$ cat config.mk
export PLATFORM = sky130hd
export DESIGN_NAME = bcd_scan_counter_flat
export DESIGN_NICKNAME = d
export VERILOG_FILES = /design/src/rtl/bcd_scan_counter_if.sv /design/src/rtl/bcd_scan_counter.sv /design/src/flat_wrapper.sv
export SDC_FILE = /design/constraint.sdc
export NUM_CORES = 1
export LEC_CHECK = 0
export BUFFER_PORTS_ARGS = -buffer_cell sky130_fd_sc_hd__buf_4
export CAP_MARGIN = 20
export CELL_PAD_IN_SITES_DETAIL_PLACEMENT = 0
export CELL_PAD_IN_SITES_GLOBAL_PLACEMENT = 2
export CORE_ASPECT_RATIO = 1.2
export CORE_UTILIZATION = 33
export DETAILED_ROUTE_END_ITERATION = 10
export PLACE_DENSITY_LB_ADDON = 0.1
export RECOVER_POWER = 100
export SETUP_SLACK_MARGIN = 0.15
export SKIP_LAST_GASP = 1
export SYNTH_ARGS = -nofsm -noshare
export SYNTH_HDL_FRONTEND = slang
export SYNTH_SLANG_ARGS = --single-unit
$ cat constraint.sdc
create_clock -name clk -period 2.5 [get_ports clk]
set_clock_uncertainty 0.1 [all_clocks]
set_input_delay 0.5 -clock clk [delete_from_list [all_inputs] [get_ports clk]]
set_output_delay 0.5 -clock clk [all_outputs]
set_load 0.005 [all_outputs]
$ cat src/rtl/bcd_scan_counter_if.sv
// Bus bundle for the BCD scan counter: count controls in,
// count status and the scanned digit stream out.
interface bcd_scan_counter_if #(
    parameter int DIGITS = 4
);
    logic                  en;
    logic                  up;
    logic                  load;
    logic [4*DIGITS-1:0]   load_val;
    logic                  scan_start;
    logic [4*DIGITS-1:0]   count;
    logic                  wrap;
    logic                  load_err;
    logic                  A;
    logic                  B;
    logic                  C;
    logic                  D;
    logic [2:0]            digit_idx;
    logic                  digit_valid;
    logic                  scan_busy;
    logic                  scan_done;

    modport master (
        output en,
        output up,
        output load,
        output load_val,
        output scan_start,
        input  count,
        input  wrap,
        input  load_err,
        input  A,
        input  B,
        input  C,
        input  D,
        input  digit_idx,
        input  digit_valid,
        input  scan_busy,
        input  scan_done
    );

    modport slave (
        input  en,
        input  up,
        input  load,
        input  load_val,
        input  scan_start,
        output count,
        output wrap,
        output load_err,
        output A,
        output B,
        output C,
        output D,
        output digit_idx,
        output digit_valid,
        output scan_busy,
        output scan_done
    );
endinterface

$ cat src/rtl/bcd_scan_counter.sv
// Multi-digit BCD up/down counter with load and wrap strobe, plus a
// snapshot scanner that streams the count MSD first on A..D.
module bcd_scan_counter #(
    parameter int DIGITS = 4
) (
    input logic              clk,
    input logic              rst,
    bcd_scan_counter_if.slave bus
);
    localparam int         W       = 4 * DIGITS;
    localparam logic [2:0] IDX_TOP = 3'(DIGITS - 1);

    typedef enum logic {
        IDLE = 1'b0,
        SCAN = 1'b1
    } state_t;

    logic [W-1:0] cnt_q;
    logic [W-1:0] cnt_d;
    logic         wrap_q;
    logic         wrap_d;
    logic         lerr_q;
    logic         lerr_d;

    state_t       state_q;
    state_t       state_d;
    logic [2:0]   idx_q;
    logic [2:0]   idx_d;
    logic [W-1:0] shadow_q;
    logic [W-1:0] shadow_d;

    logic         scan_last;
    logic [3:0]   dig_o;
    logic [2:0]   idx_o;
    logic         valid_o;
    logic         done_o;

    always_comb begin : count_next
        logic [3:0] dig;
        logic       carry;
        dig    = 4'd0;
        carry  = 1'b1;
        cnt_d  = cnt_q;
        wrap_d = 1'b0;
        lerr_d = 1'b0;
        if (bus.load) begin
            // Out-of-range digits are squashed so the count stays legal BCD
            for (int i = 0; i < DIGITS; i++) begin
                dig = bus.load_val[4*i +: 4];
                if (dig > 4'd9) begin
                    cnt_d[4*i +: 4] = 4'd0;
                    lerr_d          = 1'b1;
                end else begin
                    cnt_d[4*i +: 4] = dig;
                end
            end
        end else if (bus.en) begin
            for (int i = 0; i < DIGITS; i++) begin
                dig = cnt_q[4*i +: 4];
                if (carry) begin
                    if (bus.up) begin
                        if (dig == 4'd9) begin
                            cnt_d[4*i +: 4] = 4'd0;
                        end else begin
                            cnt_d[4*i +: 4] = dig + 4'd1;
                            carry           = 1'b0;
                        end
                    end else begin
                        if (dig == 4'd0) begin
                            cnt_d[4*i +: 4] = 4'd9;
                        end else begin
                            cnt_d[4*i +: 4] = dig - 4'd1;
                            carry           = 1'b0;
                        end
                    end
                end
            end
            // A carry/borrow out of the top digit is the roll-over
            wrap_d = carry;
        end
    end

    always_ff @(posedge clk or posedge rst) begin
        if (rst) begin
            cnt_q  <= '0;
            wrap_q <= 1'b0;
            lerr_q <= 1'b0;
        end else begin
            cnt_q  <= cnt_d;
            wrap_q <= wrap_d;
            lerr_q <= lerr_d;
        end
    end

    always_ff @(posedge clk or posedge rst) begin
        if (rst) begin
            state_q  <= IDLE;
            idx_q    <= 3'd0;
            shadow_q <= '0;
        end else begin
            state_q  <= state_d;
            idx_q    <= idx_d;
            shadow_q <= shadow_d;
        end
    end

    assign scan_last = (state_q == SCAN) && (idx_q == 3'd0);

    always_comb begin
        state_d  = state_q;
        idx_d    = idx_q;
        shadow_d = shadow_q;
        unique case (state_q)
            IDLE: begin
                if (bus.scan_start) begin
                    state_d  = SCAN;
                    idx_d    = IDX_TOP;
                    shadow_d = cnt_q;
                end
            end
            SCAN: begin
                // The last digit cycle may chain straight into a new scan
                if (scan_last) begin
                    if (bus.scan_start) begin
                        idx_d    = IDX_TOP;
                        shadow_d = cnt_q;
                    end else begin
                        state_d = IDLE;
                    end
                end else begin
                    idx_d = idx_q - 3'd1;
                end
            end
        endcase
    end

    always_comb begin
        dig_o   = 4'd0;
        idx_o   = 3'd0;
        valid_o = 1'b0;
        done_o  = 1'b0;
        if (state_q == SCAN) begin
            for (int i = 0; i < DIGITS; i++) begin
                if (idx_q == 3'(i)) begin
                    dig_o = shadow_q[4*i +: 4];
                end
            end
            idx_o   = idx_q;
            valid_o = 1'b1;
            done_o  = scan_last;
        end
    end

    assign bus.count       = cnt_q;
    assign bus.wrap        = wrap_q;
    assign bus.load_err    = lerr_q;
    assign bus.A           = dig_o[3];
    assign bus.B           = dig_o[2];
    assign bus.C           = dig_o[1];
    assign bus.D           = dig_o[0];
    assign bus.digit_idx   = idx_o;
    assign bus.digit_valid = valid_o;
    assign bus.scan_busy   = valid_o;
    assign bus.scan_done   = done_o;
endmodule

$ cat src/flat_wrapper.sv
// flat-port wrapper written by rule: the top's interface ports become plain ports
module bcd_scan_counter_flat 
#(
    parameter int DIGITS = 4
)
  (clk, rst, bus_en, bus_up, bus_load, bus_load_val, bus_scan_start, bus_count, bus_wrap, bus_load_err, bus_A, bus_B, bus_C, bus_D, bus_digit_idx, bus_digit_valid, bus_scan_busy, bus_scan_done);
  bcd_scan_counter_if #(.DIGITS(DIGITS)) bus_i ();
  input logic clk;
  input logic rst;
  input wire logic [$bits(bus_i.en)-1:0] bus_en;
  input wire logic [$bits(bus_i.up)-1:0] bus_up;
  input wire logic [$bits(bus_i.load)-1:0] bus_load;
  input wire logic [$bits(bus_i.load_val)-1:0] bus_load_val;
  input wire logic [$bits(bus_i.scan_start)-1:0] bus_scan_start;
  output wire logic [$bits(bus_i.count)-1:0] bus_count;
  output wire logic [$bits(bus_i.wrap)-1:0] bus_wrap;
  output wire logic [$bits(bus_i.load_err)-1:0] bus_load_err;
  output wire logic [$bits(bus_i.A)-1:0] bus_A;
  output wire logic [$bits(bus_i.B)-1:0] bus_B;
  output wire logic [$bits(bus_i.C)-1:0] bus_C;
  output wire logic [$bits(bus_i.D)-1:0] bus_D;
  output wire logic [$bits(bus_i.digit_idx)-1:0] bus_digit_idx;
  output wire logic [$bits(bus_i.digit_valid)-1:0] bus_digit_valid;
  output wire logic [$bits(bus_i.scan_busy)-1:0] bus_scan_busy;
  output wire logic [$bits(bus_i.scan_done)-1:0] bus_scan_done;
  assign bus_i.en = bus_en;
  assign bus_i.up = bus_up;
  assign bus_i.load = bus_load;
  assign bus_i.load_val = bus_load_val;
  assign bus_i.scan_start = bus_scan_start;
  assign bus_count = bus_i.count;
  assign bus_wrap = bus_i.wrap;
  assign bus_load_err = bus_i.load_err;
  assign bus_A = bus_i.A;
  assign bus_B = bus_i.B;
  assign bus_C = bus_i.C;
  assign bus_D = bus_i.D;
  assign bus_digit_idx = bus_i.digit_idx;
  assign bus_digit_valid = bus_i.digit_valid;
  assign bus_scan_busy = bus_i.scan_busy;
  assign bus_scan_done = bus_i.scan_done;
  bcd_scan_counter #(.DIGITS(DIGITS)) u_core (.clk(clk), .rst(rst), .bus(bus_i));
endmodule
==> flow_summary_export.csv, run 1 <==
group,metric,value,unit
run_status,status,"finished, final reports clean",
die,dieHeight,97.96,um
die,num_rows,34,
timing,drv_slew,0,
detailed_routing,drt_iter0_markers,127,
synthesis,yosysSeqAreaShare,0.3755,
synthesis,synthFlopType,"dfrtp_1",
synthesis,ys_types,55,
synthesis,synth_fp_nets,321,
worst_setup_path,slowest_stage,"o21ai_0",
pwr,p_leak,1.370,nW
hold_path,hold_path.class,"in -> reg",
die,dieArea,8030,um2
worst_setup_path,cp-end-kind,"flop",
clock_tree,clock_path_buffers,2,
final_layout,area.growth.synth_to_final,23.17,%
pwr,pwr-share-comb,0.390,
synthesis,yosysMostFrequentCell,"dfrtp_1",
timing,hold_viol_final,0,
die,core-area,7360,um2
synthesis,synth.ff_latch_count,38,
pwr,power_frac_clock,0.249,
clock_tree,cts_max_level,2,
final_layout,drive_gt1_frac,0.2560,
timing,period_share,0.9273,
pwr,peakVddDrop,0.0004517,V
synthesis,synthArstFlopShare,1.000,
synthesis,yosys.area.top_type,"dfrtp_1",
synthesis,netlist_instances,294,
timing,finalCriticalPeriod,2.318,ns
place,place_congestion,0.7660,
pwr,power_switching,0.8770,mW
global_routing,antenna_found_initial,0,
clock_tree,cts-root-buf,"clkbuf_8",
worst_setup_path,required,2.59,ns
die,start_util,0.3441,
die,ios,50,
global_routing,grt_use_total,0.1681,
global_routing,overflow,0,
timing,setup_viol_count_final,0,
final_layout,n_antenna_cell,0,
detailed_routing,drt_wl_total,6.399,mm
worst_setup_path,cp_top_family,"compound AO/OA/AOI/OAI gates",
pwr,switching_share,0.3346,
synthesis,synth_common_cells,"dfrtp_1, o21ai_0, nand2_1",
clock_tree,path_clk_slew,0.08,ns
synthesis,yosysWarnings,0,
synthesis,avgSynthCellArea,8.614,um2
place,dp.final_hpwl,4.528,mm
pwr,total_power,2.621,mW
die,die_x,81.97,um
detailed_routing,vias,2238,
pwr,intPower,1.744,mW
place,portBuffers,49,
clock_tree,cts.sinks,38,
timing,worst_hold_slack,0.3365,ns
synthesis,netlist.area_leader.share,0.3755,
final_layout,final_nets,362,
global_routing,grt_pass1_wl,10.29,mm
detailed_routing,post_drt_wl_per_cell,15.02,um
pwr,pwr-share-seq,0.361,
timing,fin_setup_tns,0,ns
timing,slew_headroom,0.3421,
detailed_routing,via_per_inst,5.254,
job,max-cap-violations,0,
timing,rsz0062_at_grt,"yes",
detailed_routing,dr.pass1.iters,4,
detailed_routing,ant_nets,0,
final_layout,stdcell_count,426,
pwr,p_per_area,840.3,nW/um2
worst_setup_path,crit_chain,"and3_1 > o21ai_0 > buf_4 > a21oi_1 > a32o_1",
synthesis,yosys-top-cells-area,"dfrtp_1, o21ai_0, mux2_2",
global_routing,grt_max_degree,39,
clock_tree,cts_buffers,5,
timing,fmax,0.4314,GHz
timing,worst_pin_slew,0.9868,ns
synthesis,synth.cell_area,2532,um2
place,dp_cells,415,
worst_setup_path,crit_path_max_fanout,10,
worst_setup_path,cp.arrival,2.40,ns
worst_setup_path,cp-start-kind,"flop",
clock_tree,cts_tree,"built",
clock_tree,worstSkewPairLatency,0.29,ns
synthesis,synth_edf_count,0,
worst_setup_path,cp_num_buf_inv,1,
global_routing,grt_pass1_vias,2012,
detailed_routing,route.detailed.drc,0,
worst_setup_path,crit_type,"reg -> reg",
worst_setup_path,slowest_delay,0.77,ns
[through the flow]
| step | util | area, um2 | setup slack (ns) |
|---|---|---|---|
| floorplan | - | 2532 | 0.5738 |
| finish | 0.4238 | 3119 | 0.1819 |
| detailed placement | 0.4002 | 2945 | 0.2927 |
| global route | 0.4238 | 3119 | 0.04996 |
| global placement | 0.4002 | 2945 | 0.3150 |
| CTS | 0.4237 | 3118 | 0.1272 |
[flip-flops by register name (all words and copies together) (netlist names)]
name and count:
u_core.shadow_q 16, u_core.bus.count 16, u_core.bus.load_err 1, u_core.idx_q 3, u_core.state_q 1, u_core.bus.wrap 1
[final cells by class]
type | count | area, um2
Sequential cell | 38 | 950.9
Inverter | 13 | 48.80
Clock inverter | 2 | 60.06
Clock buffer | 6 | 82.58
Tap cell | 90 | 112.6
Fill cell | 768 | 4240
Multi-Input combinational cell | 218 | 1441
Timing Repair Buffer | 59 | 422.9
[cells in the final DEF, fill, tap and decap left out, types with 7 or more instances in the layout]
master and n:
nor2_1 19, mux2_2 11, inv_1 12, buf_4 29, o21ai_0 32, a21oi_1 13, clkbuf_4 22, nor3_1 7
dfrtp_1 38, nand3_1 13, mux2i_1 8, nand2_1 23, xnor2_1 7
[worst paths after layout]
path / cells past startpoint / endpoint / startpoint / slack [ns]
worst min register to register: 2 / u_core.shadow_q[11] / u_core.shadow_q[11] / 0.38
min in group asynchronous: 3 / u_core.shadow_q[1] / rst / 0.41
worst max-delay path: 5 / u_core.bus.count[7] / u_core.bus.count[3] / 0.18
worst min-delay path: 3 / u_core.bus.count[0] / bus_load_val[0] / 0.34
worst max register to register: 5 / u_core.bus.count[7] / u_core.bus.count[3] / 0.18
max in group asynchronous: 3 / u_core.bus.count[13] / rst / 1.27
[metal layers]
layer	track usage	vias up	part of all wire
met5	0	-	0
met4	0.04858	0	0.012
met3	0.03458	5	0.031
met2	0.2594	49	0.46
met1	0.2342	1054	0.50
li1	-	1130	-
[cells by family (layout without fill, tap and decap cells)]
logic type / Yosys count / count (layout) / share of synthesized area
buffers and inverters: 38 / 80 / 0.06670
muxes: 19 / 19 / 0.08054
DFF: 38 / 38 / 0.3755
AOI/OAI and AO/OA: 91 / 91 / 0.2253
and+or+nand+nor: 94 / 94 / 0.1961
xor gates and xnor gates: 9 / 9 / 0.03113
adders and majority gates: 5 / 5 / 0.02470
[worst min-delay path: stages]
cell	delay, ns
buf_4	0.08
nand3_1	0.06
o21ai_0	0.06
[power by group through the flow]
stage               logic [mW]  registers [mW]  clock network [mW]
finish                    1.02           0.947               0.652
global route              1.15           0.974               0.694
CTS                       1.02           0.945               0.675
detailed placement       0.958           0.967                   0
global placement         0.951           0.966                   0
floorplan                0.682           0.879                   0
[what timing repair did]
item,4_1_cts,5_1_grt
hold buffers,0,0
setup endpoints to repair,4,4
setup buffers,2,1
pin swaps,0,1
gates resized for setup,6,7
gates cloned,0,0
(Power assumes the default switching activity.)
==> run 2: changes to the inputs <==
- CORE_UTILIZATION: 33 -> 35
- clock period: 2.5 -> 2.68 ns (I/O delays scaled with it)
==> flow_summary_export.csv, run 2 (synthesis results as in run 1) <==
group,metric,value,unit
clock_tree,clock_path_buffers,2,
die,dieArea,7581,um2
worst_setup_path,slowest_stage,"dfrtp_1",
clock_tree,cts-root-buf,"clkbuf_8",
place,placed_cell_area,2919,um2
final_layout,stdcell_count,418,
final_layout,n_antenna_cell,0,
job,max-cap-violations,0,
clock_tree,cts_max_level,2,
pwr,p_leak,1.346,nW
global_routing,overflow,0,
final_layout,layout_common_cells,"dfrtp_1, o21ai_0, clkbuf_4, nand2_1, buf_4",
detailed_routing,dr.pass1.iters,5,
pwr,power_switching,0.7981,mW
die,core-area,6895,um2
pwr,intPower,1.592,mW
die,die_x,79.65,um
clock_tree,worstSkewPairLatency,0.29,ns
clock_tree,cts_buffers,5,
pwr,p_per_area,780.4,nW/um2
worst_setup_path,reg2reg_from,"u_core.bus.count[3]",
pwr,pwr-share-comb,0.372,
final_layout,drive_gt1_frac,0.2387,
global_routing,grt_use_total,0.1775,
timing,drv_slew,0,
worst_setup_path,crit_path_max_fanout,6,
detailed_routing,m1WireLength,2.861,mm
pwr,power_frac_clock,0.255,
timing,worst_pin_slew,1.080,ns
final_layout,final_nets,357,
timing,period_share,0.9153,
worst_setup_path,crit_type,"reg -> out",
final_layout,area.growth.synth_to_final,20.95,%
place,dp_cells,409,
detailed_routing,ant_nets,0,
worst_setup_path,cp-start-kind,"flop",
worst_setup_path,cp-end-kind,"primary output",
die,start_util,0.3673,
detailed_routing,wl_met2,2.885,mm
hold_path,hold_path.class,"in -> reg",
detailed_routing,vias,2219,
global_routing,grt_pass1_wl,10.20,mm
worst_setup_path,critPathLaunch,"u_core.idx_q[0]",
worst_setup_path,cp_num_buf_inv,2,
final_layout,postLayoutCellArea,3063,um2
detailed_routing,route.detailed.drc,0,
pwr,pwr-share-seq,0.373,
timing,finalCriticalPeriod,2.453,ns
timing,rsz0062_at_grt,"no",
detailed_routing,top_layer_used,"met4",
global_routing,grt_max_degree,39,
clock_tree,cts_tree,"built",
detailed_routing,drt_iter0_markers,81,
worst_setup_path,slowest_delay,0.44,ns
hold_path,hold_start,"bus_load_val[2]",
timing,setup_viol_count_final,0,
worst_setup_path,cp.arrival,1.82,ns
place,place_congestion,0.7219,
run_status,status,"finished, final reports clean",
clock_tree,path_clk_slew,0.08,ns
pwr,peakVddDrop,0.0004272,V
pwr,switching_share,0.3339,
detailed_routing,post_drt_wl_per_cell,14.64,um
pwr,total_power,2.390,mW
worst_setup_path,required,2.04,ns
timing,fin_setup_tns,0,ns
die,ios,50,
final_layout,layout_commonest_cell,"dfrtp_1",
detailed_routing,dr_wl_met3,262,um
detailed_routing,via_per_inst,5.309,
timing,worst_hold_slack,0.3638,ns
detailed_routing,drt_wl_total,6.119,mm
global_routing,grt_pass1_vias,2091,
clock_tree,cts.sinks,38,
die,dieHeight,95.18,um
place,dp.final_hpwl,4.519,mm
timing,slew_headroom,0.2803,
worst_setup_path,crit_chain,"inv_1 > ha_4 > and3b_1 > a21oi_1 > o21ai_0 > mux2i_1 > nor2_1 > buf_4",
timing,hold_viol_final,0,
place,portBuffers,49,
timing,fmax,0.4077,GHz
global_routing,antenna_found_initial,0,
worst_setup_path,cp_top_family,"flip-flops",
die,num_rows,33,
run 2: changes by cell type in the layout (fill, tap and decap cells not counted), sizes merged:
cell    before  now
buf         30   23
clkbuf      35   37
run 2: per-layer routing:
layer	vias up	GRT usage
met5	-	0
met4	0	0.07121
met3	8	0.03923
met2	55	0.2799
met1	1030	0.2346
li1	1126	-
run 2: final cells by class:
class                      count  area [um2]
fill                         723        3832
multi-input combinational    218        1426
sequential                    38       950.9
timing repair buffer          54       385.4
tap                           87       108.9
clock buffer                   6       82.58
clock inverter                 2       60.06
inverter                      13       48.80
run 2: final timing paths:
path	end	slack (ns)	cells past startpoint
min reg2reg	u_core.shadow_q[10]	0.39	2
max in group asynchronous	u_core.bus.count[6]	1.47	3
min in group asynchronous	u_core.idx_q[2]	0.43	3
max	bus_D	0.23	8
max reg2reg	u_core.bus.count[10]	0.38	4
min	u_core.bus.count[2]	0.36	3
run 2: per-stage QoR:
step	util	setup WS [ns]
floorplan	-	0.7538
finish	0.4442	0.2270
detailed placement	0.4233	0.3993
global placement	0.4233	0.4090
CTS	0.4444	0.1472
global route	0.4442	0.08854
run 2: what timing repair did:
| item | in CTS | in global routing |
|---|---|---|
| resized for setup | 1 | 7 |
| buffers inserted | 0 | 1 |
| hold buffers | 0 | 0 |
| gates cloned | 0 | 0 |
| setup endpoints to repair | 1 | 4 |
run 2: power groups by stage:
stage	Clock (mW)	Combinational [mW]	Sequential (mW)
global route	0.650	1.01	0.922
finish	0.608	0.890	0.892
global placement	0	0.877	0.904
floorplan	0	0.636	0.820
CTS	0.623	0.887	0.893
detailed placement	0	0.880	0.905
run 2: worst reg2reg max path: stages (launching register included):
cell	delay (ns)
dfrtp_1	0.50
and3_1	0.24
o21ai_1	0.73
nor2_1	0.27
o311a_1	0.35
